===== src/rtl/clock_time_keeper.sv =====
// BCD HH:MM:SS time-of-day keeper fed by a tick strobe, with a validated valid/ready time set.
// Define CLOCK_ALARM_EN to add the alarm comparator and its ports.
module clock_time_keeper #(
    parameter int unsigned TICKS_PER_SEC = 1000,
    parameter int unsigned SUB_W         = 10
) (
    input  logic             i_clk,
    input  logic             i_rstn,
    input  logic             i_enable,
    input  logic             i_tick,
    input  logic             i_set_valid,
    input  logic [23:0]      i_set_time,
`ifdef CLOCK_ALARM_EN
    input  logic [23:0]      i_alarm_time,
    input  logic             i_alarm_arm,
    output logic             o_alarm,
`endif
    output logic             o_set_ready,
    output logic             o_set_err,
    output logic [23:0]      o_time,
    output logic [SUB_W-1:0] o_sub,
    output logic             o_sec_pulse
);

    typedef enum logic {StIdle, StApply} state_e;

    state_e           r_state;
    logic [23:0]      r_cap;
    logic             r_set_ready;
    logic             r_set_err;
    logic [23:0]      r_time;
    logic [SUB_W-1:0] r_sub;
    logic             r_sec_pulse;

    logic             w_sub_wrap;
    logic             w_count;
    logic             w_sec_inc;
    logic             w_load;
    logic [23:0]      w_time_next;

    function automatic logic bcd_valid(input logic [23:0] t);
        logic [3:0] h1, h0, m1, m0, s1, s0;
        {h1, h0, m1, m0, s1, s0} = t;
        return (h1 <= 4'd2) && (h0 <= 4'd9) && !((h1 == 4'd2) && (h0 > 4'd3)) &&
               (m1 <= 4'd5) && (m0 <= 4'd9) && (s1 <= 4'd5) && (s0 <= 4'd9);
    endfunction

    // Full seconds carry chain; hour rolls 23 -> 00.
    function automatic logic [23:0] bcd_next(input logic [23:0] t);
        logic [3:0] h1, h0, m1, m0, s1, s0;
        {h1, h0, m1, m0, s1, s0} = t;
        if (s0 != 4'd9) begin
            s0 = s0 + 4'd1;
        end else begin
            s0 = 4'd0;
            if (s1 != 4'd5) begin
                s1 = s1 + 4'd1;
            end else begin
                s1 = 4'd0;
                if (m0 != 4'd9) begin
                    m0 = m0 + 4'd1;
                end else begin
                    m0 = 4'd0;
                    if (m1 != 4'd5) begin
                        m1 = m1 + 4'd1;
                    end else begin
                        m1 = 4'd0;
                        if ((h1 == 4'd2) && (h0 == 4'd3)) begin
                            h1 = 4'd0;
                            h0 = 4'd0;
                        end else if (h0 == 4'd9) begin
                            h0 = 4'd0;
                            h1 = h1 + 4'd1;
                        end else begin
                            h0 = h0 + 4'd1;
                        end
                    end
                end
            end
        end
        return {h1, h0, m1, m0, s1, s0};
    endfunction

    // A set request in IDLE wins over a tick in the same cycle.
    assign w_count     = (r_state == StIdle) && !i_set_valid && i_tick && i_enable;
    assign w_sub_wrap  = (r_sub == SUB_W'(TICKS_PER_SEC - 1));
    assign w_sec_inc   = w_count && w_sub_wrap;
    assign w_load      = (r_state == StApply) && !r_set_err;
    assign w_time_next = bcd_next(r_time);

    always_ff @(posedge i_clk or negedge i_rstn) begin
        if (!i_rstn) begin
            r_state     <= StIdle;
            r_cap       <= '0;
            r_set_ready <= 1'b1;
            r_set_err   <= 1'b0;
            r_time      <= '0;
            r_sub       <= '0;
            r_sec_pulse <= 1'b0;
        end else begin
            r_sec_pulse <= 1'b0;
            r_set_err   <= 1'b0;
            unique case (r_state)
                StIdle: begin
                    if (i_set_valid) begin
                        r_cap       <= i_set_time;
                        r_set_err   <= !bcd_valid(i_set_time);
                        r_set_ready <= 1'b0;
                        r_state     <= StApply;
                    end else if (w_count) begin
                        if (w_sub_wrap) begin
                            r_sub       <= '0;
                            r_time      <= w_time_next;
                            r_sec_pulse <= 1'b1;
                        end else begin
                            r_sub <= r_sub + SUB_W'(1);
                        end
                    end
                end
                StApply: begin
                    if (w_load) begin
                        r_time <= r_cap;
                        r_sub  <= '0;
                    end
                    r_set_ready <= 1'b1;
                    r_state     <= StIdle;
                end
                default: begin
                    r_set_ready <= 1'b1;
                    r_state     <= StIdle;
                end
            endcase
        end
    end

    assign o_set_ready = r_set_ready;
    assign o_set_err   = r_set_err;
    assign o_time      = r_time;
    assign o_sub       = r_sub;
    assign o_sec_pulse = r_sec_pulse;

`ifdef CLOCK_ALARM_EN
    logic r_time_chg;
    logic r_alarm;

    // Only a fresh change of o_time may trigger; equality present at arming does not.
    always_ff @(posedge i_clk or negedge i_rstn) begin
        if (!i_rstn) begin
            r_time_chg <= 1'b0;
            r_alarm    <= 1'b0;
        end else begin
            r_time_chg <= w_sec_inc || w_load;
            if (!i_alarm_arm) begin
                r_alarm <= 1'b0;
            end else if (r_time_chg && (r_time == i_alarm_time)) begin
                r_alarm <= 1'b1;
            end
        end
    end

    assign o_alarm = r_alarm;
`endif

endmodule

===== config.mk =====
export PLATFORM = sky130hd
export DESIGN_NAME = clock_time_keeper
export DESIGN_NICKNAME = d
export VERILOG_FILES = /design/src/rtl/clock_time_keeper.sv
export SDC_FILE = /design/constraint.sdc
export NUM_CORES = 1
export LEC_CHECK = 0
export ABC_AREA = 1
export CAP_MARGIN = 10
export CELL_PAD_IN_SITES_DETAIL_PLACEMENT = 0
export CELL_PAD_IN_SITES_GLOBAL_PLACEMENT = 1
export CORE_ASPECT_RATIO = 0.8
export CORE_UTILIZATION = 38
export CTS_BUF_LIST = sky130_fd_sc_hd__clkbuf_4
export DETAILED_ROUTE_END_ITERATION = 7
export HOLD_SLACK_MARGIN = 0.12
export PLACE_DENSITY_LB_ADDON = 0.1
export SLEW_MARGIN = 20
export SYNTH_ARGS = -nofsm -noshare
export SYNTH_HDL_FRONTEND = slang
export SYNTH_SLANG_ARGS = --single-unit

===== constraint.sdc =====
create_clock -name i_clk -period 1.96 [get_ports i_clk]
set_clock_uncertainty 0.1 [all_clocks]
set_input_delay 0.294 -clock i_clk [delete_from_list [all_inputs] [get_ports i_clk]]
set_output_delay 0.294 -clock i_clk [all_outputs]
set_load 0.005 [all_outputs]

==> results.ini, run 1 <==
[clocking]
cts_buffers=9
clk_pin_slew_ps=100
cts-root-buf=clkbuf_4
cts_max_path_buffers=2
htreeDepth=3
cts_tree=yes
clkSinkCount=62
postCtsSetupRepairBufs=0
clock_latency_ps=400

[placed_design]
port_buffers=65
place_ws_ps=97.9
place_inst=608
hpwl_um=6110
place_congestion=0.813

[floorplan]
std_cell_rows=29
die_h_um=84.8
die_area_um2=8940
io_pins=66
initial_core_util_pct=40.0
fp.coreArea_um2=8130
die_x_um=105

[synth]
dominantRegCellSynth=dfrtp_1
yosysUniqueCellTypes=32
ys_warn_count=0
async_flop_share_pct=100
syn-num-nets=462
synth_largest_area_cell=dfrtp_1
synthTopCellsByCount=nand2_1, dfrtp_1, o21ai_0, inv_1, nand3_1
ys_seq_area_share_pct=47.7
yosysMostFrequentCell=nand2_1
synth_edf_count=0
synth.cell_area_um2=3250
netlist_instances=428
synth_top_area_share_pct=46.9
syn_area_per_cell_um2=7.60
netlist_top_cells_area=dfrtp_1, nand2_1, o21ai_0, nand3_1, inv_1
ys_ff_latch=62

[timing]
hold_violations=0
post-route-period-util_pct=93.2
slew_headroom_pct=63.0
maxSlewViolCount=0
fin_ws_ps=133
fmax_mhz=547
finalSetupViolCount=0
rsz0062_at_grt=false
setup_tns_ps=0
worstMarginPinSlew_ps=551
worst_hold_slack_ps=313
min_period_ps=1830

[grt]
antenna_found_initial=0
first_global_vias=2939
grt_max_degree=63
grt_pass1_wl_um=14000
grt.overflow.total=0
grt_use_total_pct=20.2

[worst_setup_path]
max_stage_delay_ps=540
arrival_ps=1430
cp-end-kind=primary output
cp_cell_sequence=clkdlybuf4s50_1
crit_slowest_cell=dfstp_2
startpoint_type=register
crit_buf_inv=1
cp.required_ps=1570
critPathMaxFanout=2
crit_family=flip-flops
crit_type=reg2out

[power_and_ir_drop]
leakage_nw=2.07
finalPower_mw=3.68
ir_worst_vdd_mv=0.431
power_density_nw_per_um2=867

[cells_and_area]
nNetsFinal=546
area_growth_pct=30.4
fillers=838
diodes=0
finalNonFillerCells=623
drive_gt1_share_pct=9.13

[job]
max_cap_violations=0

[drt]
first_iter_violations=167
dr.pass1.iters=5
routed_wl_um=8290
vias=3010
ant_nets=0
viasPerCell=4.83
drc=0
wl_per_cell_um=13.3

[outcome]
status=finished clean

[min_path]
hold_path_class=in2async

-- repair_timing --
item / 4_1_cts / 5_1_grt
endpoints found under the setup margin: 0 / 6
hold buffers: 1 / 0
gates resized for setup: 0 / 2
hold endpoints to repair: 62 / 0
-- cell usage in the layout, fill, tap and decap left out, types with 3 or more instances in the layout --
cell	instances
nand2_1	156
clkdlybuf4s50_1	64
dfrtp_1	61
o21ai_0	55
inv_1	39
nand3_1	31
nor2_1	22
buf_4	18
clkbuf_4	10
a21oi_1	9
xor2_1	6
clkinv_1	4
nand4_1	4
ha_1	4
nor3_1	3
nor2_2	3
nand2_2	3
-- kinds of logic (layout without fill, tap and decap cells) --
family                     after synthesis  count (layout)  synth area share [%]
AOI/OAI and AO/OA                       70              70                  11.6
xor gates and xnor gates                 8               8                  2.15
adders and majority gates                5               5                  1.92
buffers and inverters                   55             142                  7.07
DFF                                     62              62                  47.7
and+or+nand+nor                        228             228                  29.5
-- flip-flops by register name, indices dropped and copies added (netlist names) --
name	count
o_sec_pulse	1
o_set_err	1
o_set_ready	1
o_sub	10
o_time	24
r_cap	24
r_state	1
-- power breakdown --
part	internal [mW]	leakage, nW	switching (mW)
combinational	0.633	1.22	0.589
sequential	1.52	0.792	0.251
clock	0.247	0.0546	0.443
total	2.40	2.07	1.28
-- worst paths after layout --
check / startpoint / endpoint / slack [ps] / cells past startpoint
setup reg to reg: o_sub[0] / o_time[3] / 130 / 10
hold reg to reg: o_set_ready / o_set_ready / 370 / 2
hold / removal: i_rstn / r_cap[8] / 310 / 3
max in group asynchronous: i_rstn / o_set_ready / 1090 / 3
setup / recovery: o_set_ready / o_set_ready / 130 / 1
min in group i_clk: i_set_time[16] / r_cap[16] / 320 / 3
-- metal layers --
metal  GRT usage [%]  vias to the layer above  wire (um)
li1                -                     1539          -
met1            27.9                     1399       4290
met2            31.0                       68       3650
met3            6.06                        4        310
met4            5.12                        0         45
met5               0                        -          0
-- stage by stage --
stage	cell area (um^2)	util, %
floorplan	3250	-
global placement	4140	50.9
detailed placement	4140	50.9
CTS	4240	52.2
global route	4240	52.2
finish	4240	52.2
-- final cells by class --
cell class | count | area (um^2) | area share (%)
repair buffers | 86 | 831 | 19.6
clock inverters | 4 | 16.3 | 0.383
well taps | 108 | 135 | 3.18
flip-flops and latches | 62 | 1550 | 36.6
multi-input cells | 311 | 1480 | 34.8
clock buffers | 10 | 75.1 | 1.77
inverters | 42 | 158 | 3.71
Note: power is estimated with default switching activity, not from simulation.
==> run 2: changes to the inputs <==
--- a/config.mk
+++ b/config.mk
@@ -12,6 +12,7 @@
 export CORE_ASPECT_RATIO = 0.8
 export CORE_UTILIZATION = 38
 export CTS_BUF_LIST = sky130_fd_sc_hd__clkbuf_4
+export CTS_CLUSTER_SIZE = 14
 export DETAILED_ROUTE_END_ITERATION = 7
 export HOLD_SLACK_MARGIN = 0.12
 export PLACE_DENSITY_LB_ADDON = 0.1
==> results of run 2 <==
Final layout, timing and power as in run 1 (identical DEF).
==> run 3: changes to the inputs <==
--- a/config.mk
+++ b/config.mk
@@ -16,6 +16,7 @@
 export DETAILED_ROUTE_END_ITERATION = 7
 export HOLD_SLACK_MARGIN = 0.12
 export PLACE_DENSITY_LB_ADDON = 0.1
+export SETUP_SLACK_MARGIN = 0.5
 export SLEW_MARGIN = 20
 export SYNTH_ARGS = -nofsm -noshare
 export SYNTH_HDL_FRONTEND = slang
==> run 3 against run 2 <==
- power grew 22%
- critical endpoint is now o_time[9]
- register-to-register slack is essentially flat
- clock power grew 31%
- critical path depth grew 10
- worst setup slack gained 7.3 ps
==> results.ini, run 3 (synthesis gave the netlist of run 1 again) <==
[drt]
ant_nets=0  ; unchanged
drc=0  ; unchanged
first_iter_violations=208  ; +25%
dr.pass1.iters=4  ; -1
vias=3444  ; +14%
routed_wl_um=9970  ; +20%
wl_per_cell_um=14.2  ; +7.0%
viasPerCell=4.92  ; +1.8%

[clocking]
clk_pin_slew_ps=120  ; +20 ps
cts_buffers=9  ; unchanged
clock_latency_ps=420  ; +20 ps
htreeDepth=3  ; unchanged
clkSinkCount=62  ; unchanged
cts_max_path_buffers=2  ; unchanged
cts_tree=yes
cts-root-buf=clkbuf_4

[timing]
fmax_mhz=550  ; +0.40%
slew_headroom_pct=63.7  ; +0.67 points
setup_tns_ps=0  ; unchanged
rsz0062_at_grt=true
maxSlewViolCount=0  ; unchanged
post-route-period-util_pct=92.8  ; -0.37 points
hold_violations=0  ; unchanged
min_period_ps=1820  ; -7.33 ps
worstMarginPinSlew_ps=545  ; -5.88 ps
finalSetupViolCount=0  ; unchanged

[outcome]
status=finished clean

[grt]
antenna_found_initial=0  ; unchanged
first_global_vias=3132  ; +6.6%
grt_pass1_wl_um=15500  ; +10%
grt.overflow.total=0  ; unchanged
grt_use_total_pct=22.5  ; +2.3 points
grt_max_degree=24  ; -62%

[cells_and_area]
regArea_um2=1560  ; +0.56%
fin_util_pct=63.3  ; +11 points
mostFrequentLayoutCells=nand2_1, buf_4, dfrtp_1
fillers=746  ; -11%
area_growth_pct=58.0
diodes=0  ; unchanged
multi_input_area_um2=1730  ; +17%
drive_gt1_share_pct=36.0  ; +27 points
nNetsFinal=621  ; +14%
final_common_cell=nand2_1

[worst_setup_path]
crit_family=simple AND/OR/NAND/NOR gates
crit_top_cell=nand2_2
crit_slowest_cell=dfrtp_1
crit_buf_inv=2  ; +1
critPathMaxFanout=7  ; +5
cp-end-kind=register
cp.required_ps=2210  ; +640 ps
arrival_ps=2070  ; +640 ps
startpoint_type=register
crit_type=reg2reg
max_stage_delay_ps=420  ; -120 ps
cp_cell_sequence=ha_4, nand3_4, nor2_4, nand2_2, nand2_2, nand2_4, buf_12, nor2_8, buf_6, nand2_2, o21ai_1

[power_and_ir_drop]
power_density_nw_per_um2=871  ; +0.44%
leakage_nw=2.66  ; +29%
ir_worst_vdd_mv=0.431  ; +0.12%

[floorplan]
die_h_um=84.8  ; unchanged
std_cell_rows=29  ; unchanged
fp.coreArea_um2=8130  ; unchanged
die_area_um2=8940  ; unchanged
io_pins=66  ; unchanged
die_x_um=105  ; unchanged
initial_core_util_pct=40.0  ; unchanged

[placed_design]
place_congestion=0.815  ; +0.28%
hpwl_um=6300  ; +3.1%
port_buffers=65  ; unchanged

[min_path]
hold_path_class=in2async

[job]
max_cap_violations=0  ; unchanged

-- run 3: cell count changes in the layout (fill, tap and decap cells not counted), sizes merged --
cell / previous run / this run
bufinv: 0 / 1
clkdlybuf4s15: 0 / 8
clkinv: 5 / 4
buf: 21 / 118
clkinvlp: 0 / 1
inv: 41 / 42
clkdlybuf4s50: 64 / 27
clkbuf: 10 / 17
-- run 3: routing by layer --
metal / share of wire, % / track usage (%) / vias to the layer above
met1: 49 / 31.6 / 1657
li1: - / - / 1692
met4: 0.53 / 4.35 / 0
met5: 0 / 0 / -
met3: 4.6 / 5.59 / 4
met2: 46 / 35.5 / 91
-- run 3: report_power, final --
group	internal [mW]	total (mW)	switching, mW
clock	0.410	0.906	0.496
combinational	0.971	1.87	0.902
sequential	1.52	1.70	0.179
total	2.90	4.48	1.58
-- run 3: what timing repair did --
item / 4_1_cts / 5_1_grt
endpoints found under the setup margin: 70 / 67
hold endpoints to repair: 18 / 0
gates cloned: 1 / 1
pin swaps: 6 / 23
hold buffers: 1 / 0
setup buffers: 57 / 15
gates resized for setup: 177 / 82
-- run 3: final timing paths --
| check | startpoint | endpoint | slack (ps) | cells after the start |
|---|---|---|---|---|
| min reg2reg | o_set_ready | o_set_ready | 380 | 2 |
| min in group i_clk | i_set_time[16] | r_cap[16] | 290 | 3 |
| max reg2reg | o_sub[1] | o_time[9] | 140 | 11 |
| max | o_sub[1] | o_time[9] | 140 | 11 |
| min | i_rstn | o_sub[9] | 280 | 2 |
| max in group asynchronous | i_rstn | o_time[8] | 890 | 3 |
-- run 3: final cells by class --
cell class | instances | share of cell area, %
multi-input cells | 311 | 33.6
flip-flops and latches | 62 | 30.4
repair buffers | 160 | 27.3
inverters | 42 | 3.26
well taps | 108 | 2.63
clock buffers | 11 | 1.61
clock inverters | 5 | 0.998
repair inverters | 1 | 0.219
-- run 3: per-stage QoR --
stage | worst slack, ps | power [mW] | hold WS, ps | instance area, um^2 | std cells
floorplan | 317 | 2.34 | -102 | 3270 | 428
CTS | 174 | 4.24 | 276 | 4810 | 684
finish | 140 | 4.48 | 278 | 5140 | 700
global route | 53.4 | 4.77 | 270 | 5140 | 700
global placement | 84.1 | 3.01 | 197 | 4160 | 609
detailed placement | 19.0 | 3.01 | 193 | 4160 | 609
==> variant: new RTL, config.mk and constraints of run 2 <==
Add a define of `CLOCK_ALARM_EN`.
--- a/src/rtl/clock_time_keeper.sv
+++ b/src/rtl/clock_time_keeper.sv
@@ -1,5 +1,7 @@
 // BCD HH:MM:SS time-of-day keeper fed by a tick strobe, with a validated valid/ready time set.
 // Define CLOCK_ALARM_EN to add the alarm comparator and its ports.
+`define CLOCK_ALARM_EN
+
 module clock_time_keeper #(
     parameter int unsigned TICKS_PER_SEC = 1000,
     parameter int unsigned SUB_W         = 10
Interface: changed (added i_alarm_arm, i_alarm_time and o_alarm); port bits go from 66 to 92. No check against the original RTL was run, so the function may have changed too.
==> variant against run 2 <==
- area after synthesis up 18%
- routed wire length up 34%
- worst setup slack worse by 90 ps
- final area up 20%
- total power up 3.3%
- sequential cell count up 2
- synthesized cell count up 29%
- critical endpoint is now o_time[9]
- largest cell class is now multi-input combinational cells
- highest routed layer unchanged
==> variant: results (changes against run 2) <==
Status -> complete, no violations (unchanged)
Layout cell share with drive strength beyond 1 -> 9.063% (was 9.126%)
Reg2reg setup slack -> 160 ps (was 130 ps)
Data arrival time of the worst path -> 1520 ps (was 1430 ps)
Sequential share of the synthesized area -> 41.89% (was 47.71%)
H-tree depth -> 3 (unchanged)
Root Buffer -> clkbuf_4 (unchanged)
Clock Path Buffers -> 2 (unchanged)
Nets -> 716 (was 546)
Hold_ws -> 302.2 ps (was 313.4 ps)
Crit-path max cell delay -> 570 ps (was 540 ps)
Synthesized area per cell -> 6.906 um^2 (was 7.604 um^2)
Port Buffers -> 91 (was 65)
DRC -> 0 (unchanged)
HP Class -> primary input to register (was primary input to asynchronous set/reset pin)
Post-DP HPWL -> 8634 um (was 6113 um)
WHS Path Cells -> 3
Critical path fanouts, max -> 6 (was 2)
Routed wire length -> 11150 um (was 8294 um)
GRT Total Usage -> 22.57% (was 20.21%)
Reg2Reg Depth -> 9 (was 10)
Initial antenna violation count -> 0 (unchanged)
Cts bufs inserted -> 9 (unchanged)
Syn Nets -> 613 (was 462)
Leakage power -> 2.517 nW (was 2.065 nW)
Worst VDD drop -> 0.3528 mV (was 0.4306 mV)
1st-iter DRT viols -> 248 (was 167)
Routability Congestion -> 0.8550 (was 0.8130)
Clock latency on the worst-skew pair -> 410 ps
Vias in the first global route -> 3487 (was 2939)
Rel. slew slack -> 61.20% (was 63.01%)
Post-synth ARST share -> 100.0% (unchanged)
Family with the most delay on the worst path -> buffers and inverters (was flip-flops)
Largest net degree at the start of global routing -> 65 (was 63)
Synth area leaders -> dfrtp_1, nand2_1, o21ai_0 (unchanged)
Inst Count DP -> 779 (was 608)
Slowest cell on the critical path -> clkdlybuf4s50_1 (was dfstp_2)
Antenna diodes -> 0 (unchanged)
Via count -> 3731 (was 3010)
Global-route wire length before repair -> 18060 um (was 14030 um)
Final std cells w/o fill -> 798 (was 623)
Synth top cells by count -> nand2_1, inv_1, dfrtp_1 (was nand2_1, dfrtp_1, o21ai_0)
Yosys warns -> 0 (unchanged)
First-pass DRT Iterations -> 5 (unchanged)
Congestion Overflow GR -> 0 (unchanged)
Clock slew at reported path FFs -> 120 ps (was 100 ps)
Distinct cells, synth -> 33 (was 32)
## variant: cell types whose count changed after synthesis, sizes merged, moves of 2 or more
cell,run 2,this run
a31oi,2,0
a21oi,9,6
nand4,4,10
buf,6,8
dfrtp,61,63
nor2,27,43
nand3,32,27
xnor2,2,5
nand2,159,228
inv,41,75
## variant: worst paths after layout
kind,from,to
worst max register to register,o_sub[0]$_DFFE_PN0P_,o_time[11]$_DFFE_PN0P_
worst min register to register,o_set_ready$_DFFE_PN1P_,o_set_ready$_DFFE_PN1P_
worst min-delay path,i_set_time[0],r_cap[0]$_DFFE_PN0P_
max in group asynchronous,i_rstn,o_set_ready$_DFFE_PN1P_
worst max-delay path,o_time[9]$_DFFE_PN0P_,o_time[9]
min in group asynchronous,i_rstn,o_time[2]$_DFFE_PN0P_
## variant: logic make-up after synthesis
family | count (synthesis) | synth area share, %
simple gates | 315 | 34.63
buf+inv | 91 | 9.909
compound gates | 67 | 9.189
flops | 64 | 41.89
xor+xnor | 12 | 2.747
fa+ha+maj | 5 | 1.635
## variant: per-stage QoR
step	setup slack, ps	instance area, um^2
after global routing	5.760	5072
after detailed placement	49.07	4930
after global placement	82.81	4930
after CTS	37.38	5051
after floorplan	358.6	3826
final	42.61	5072
## variant: metal layers
layer  routed length (um)  share of wire [%]  track usage (%)
met5                    0                  0                0
met3                  678                6.1            5.618
met4                   58               0.52            3.463
met1                 5791                 52            33.75
met2                 4618                 41            33.23
## variant: where the power goes
part	internal, mW	switching (mW)
clock	0.266	0.509
combinational	0.622	0.657
sequential	1.51	0.234
total	2.40	1.40
## variant: layout make-up
type | instances | area (um^2)
Clock inverter | 6 | 36.28
Inverter | 75 | 286.5
Tap cell | 136 | 170.2
Fill cell | 988 | 4657
Clock buffer | 10 | 75.07
Sequential cell | 64 | 1604
Multi-Input combinational cell | 399 | 1852
Timing Repair Buffer | 108 | 1049
## variant: repair_timing
item | in CTS | in global routing
hold endpoints to repair | 64 | 0
setup endpoints to repair | 0 | 10
resized for setup | 0 | 2
buffers inserted | 0 | 2
hold buffers | 1 | 0
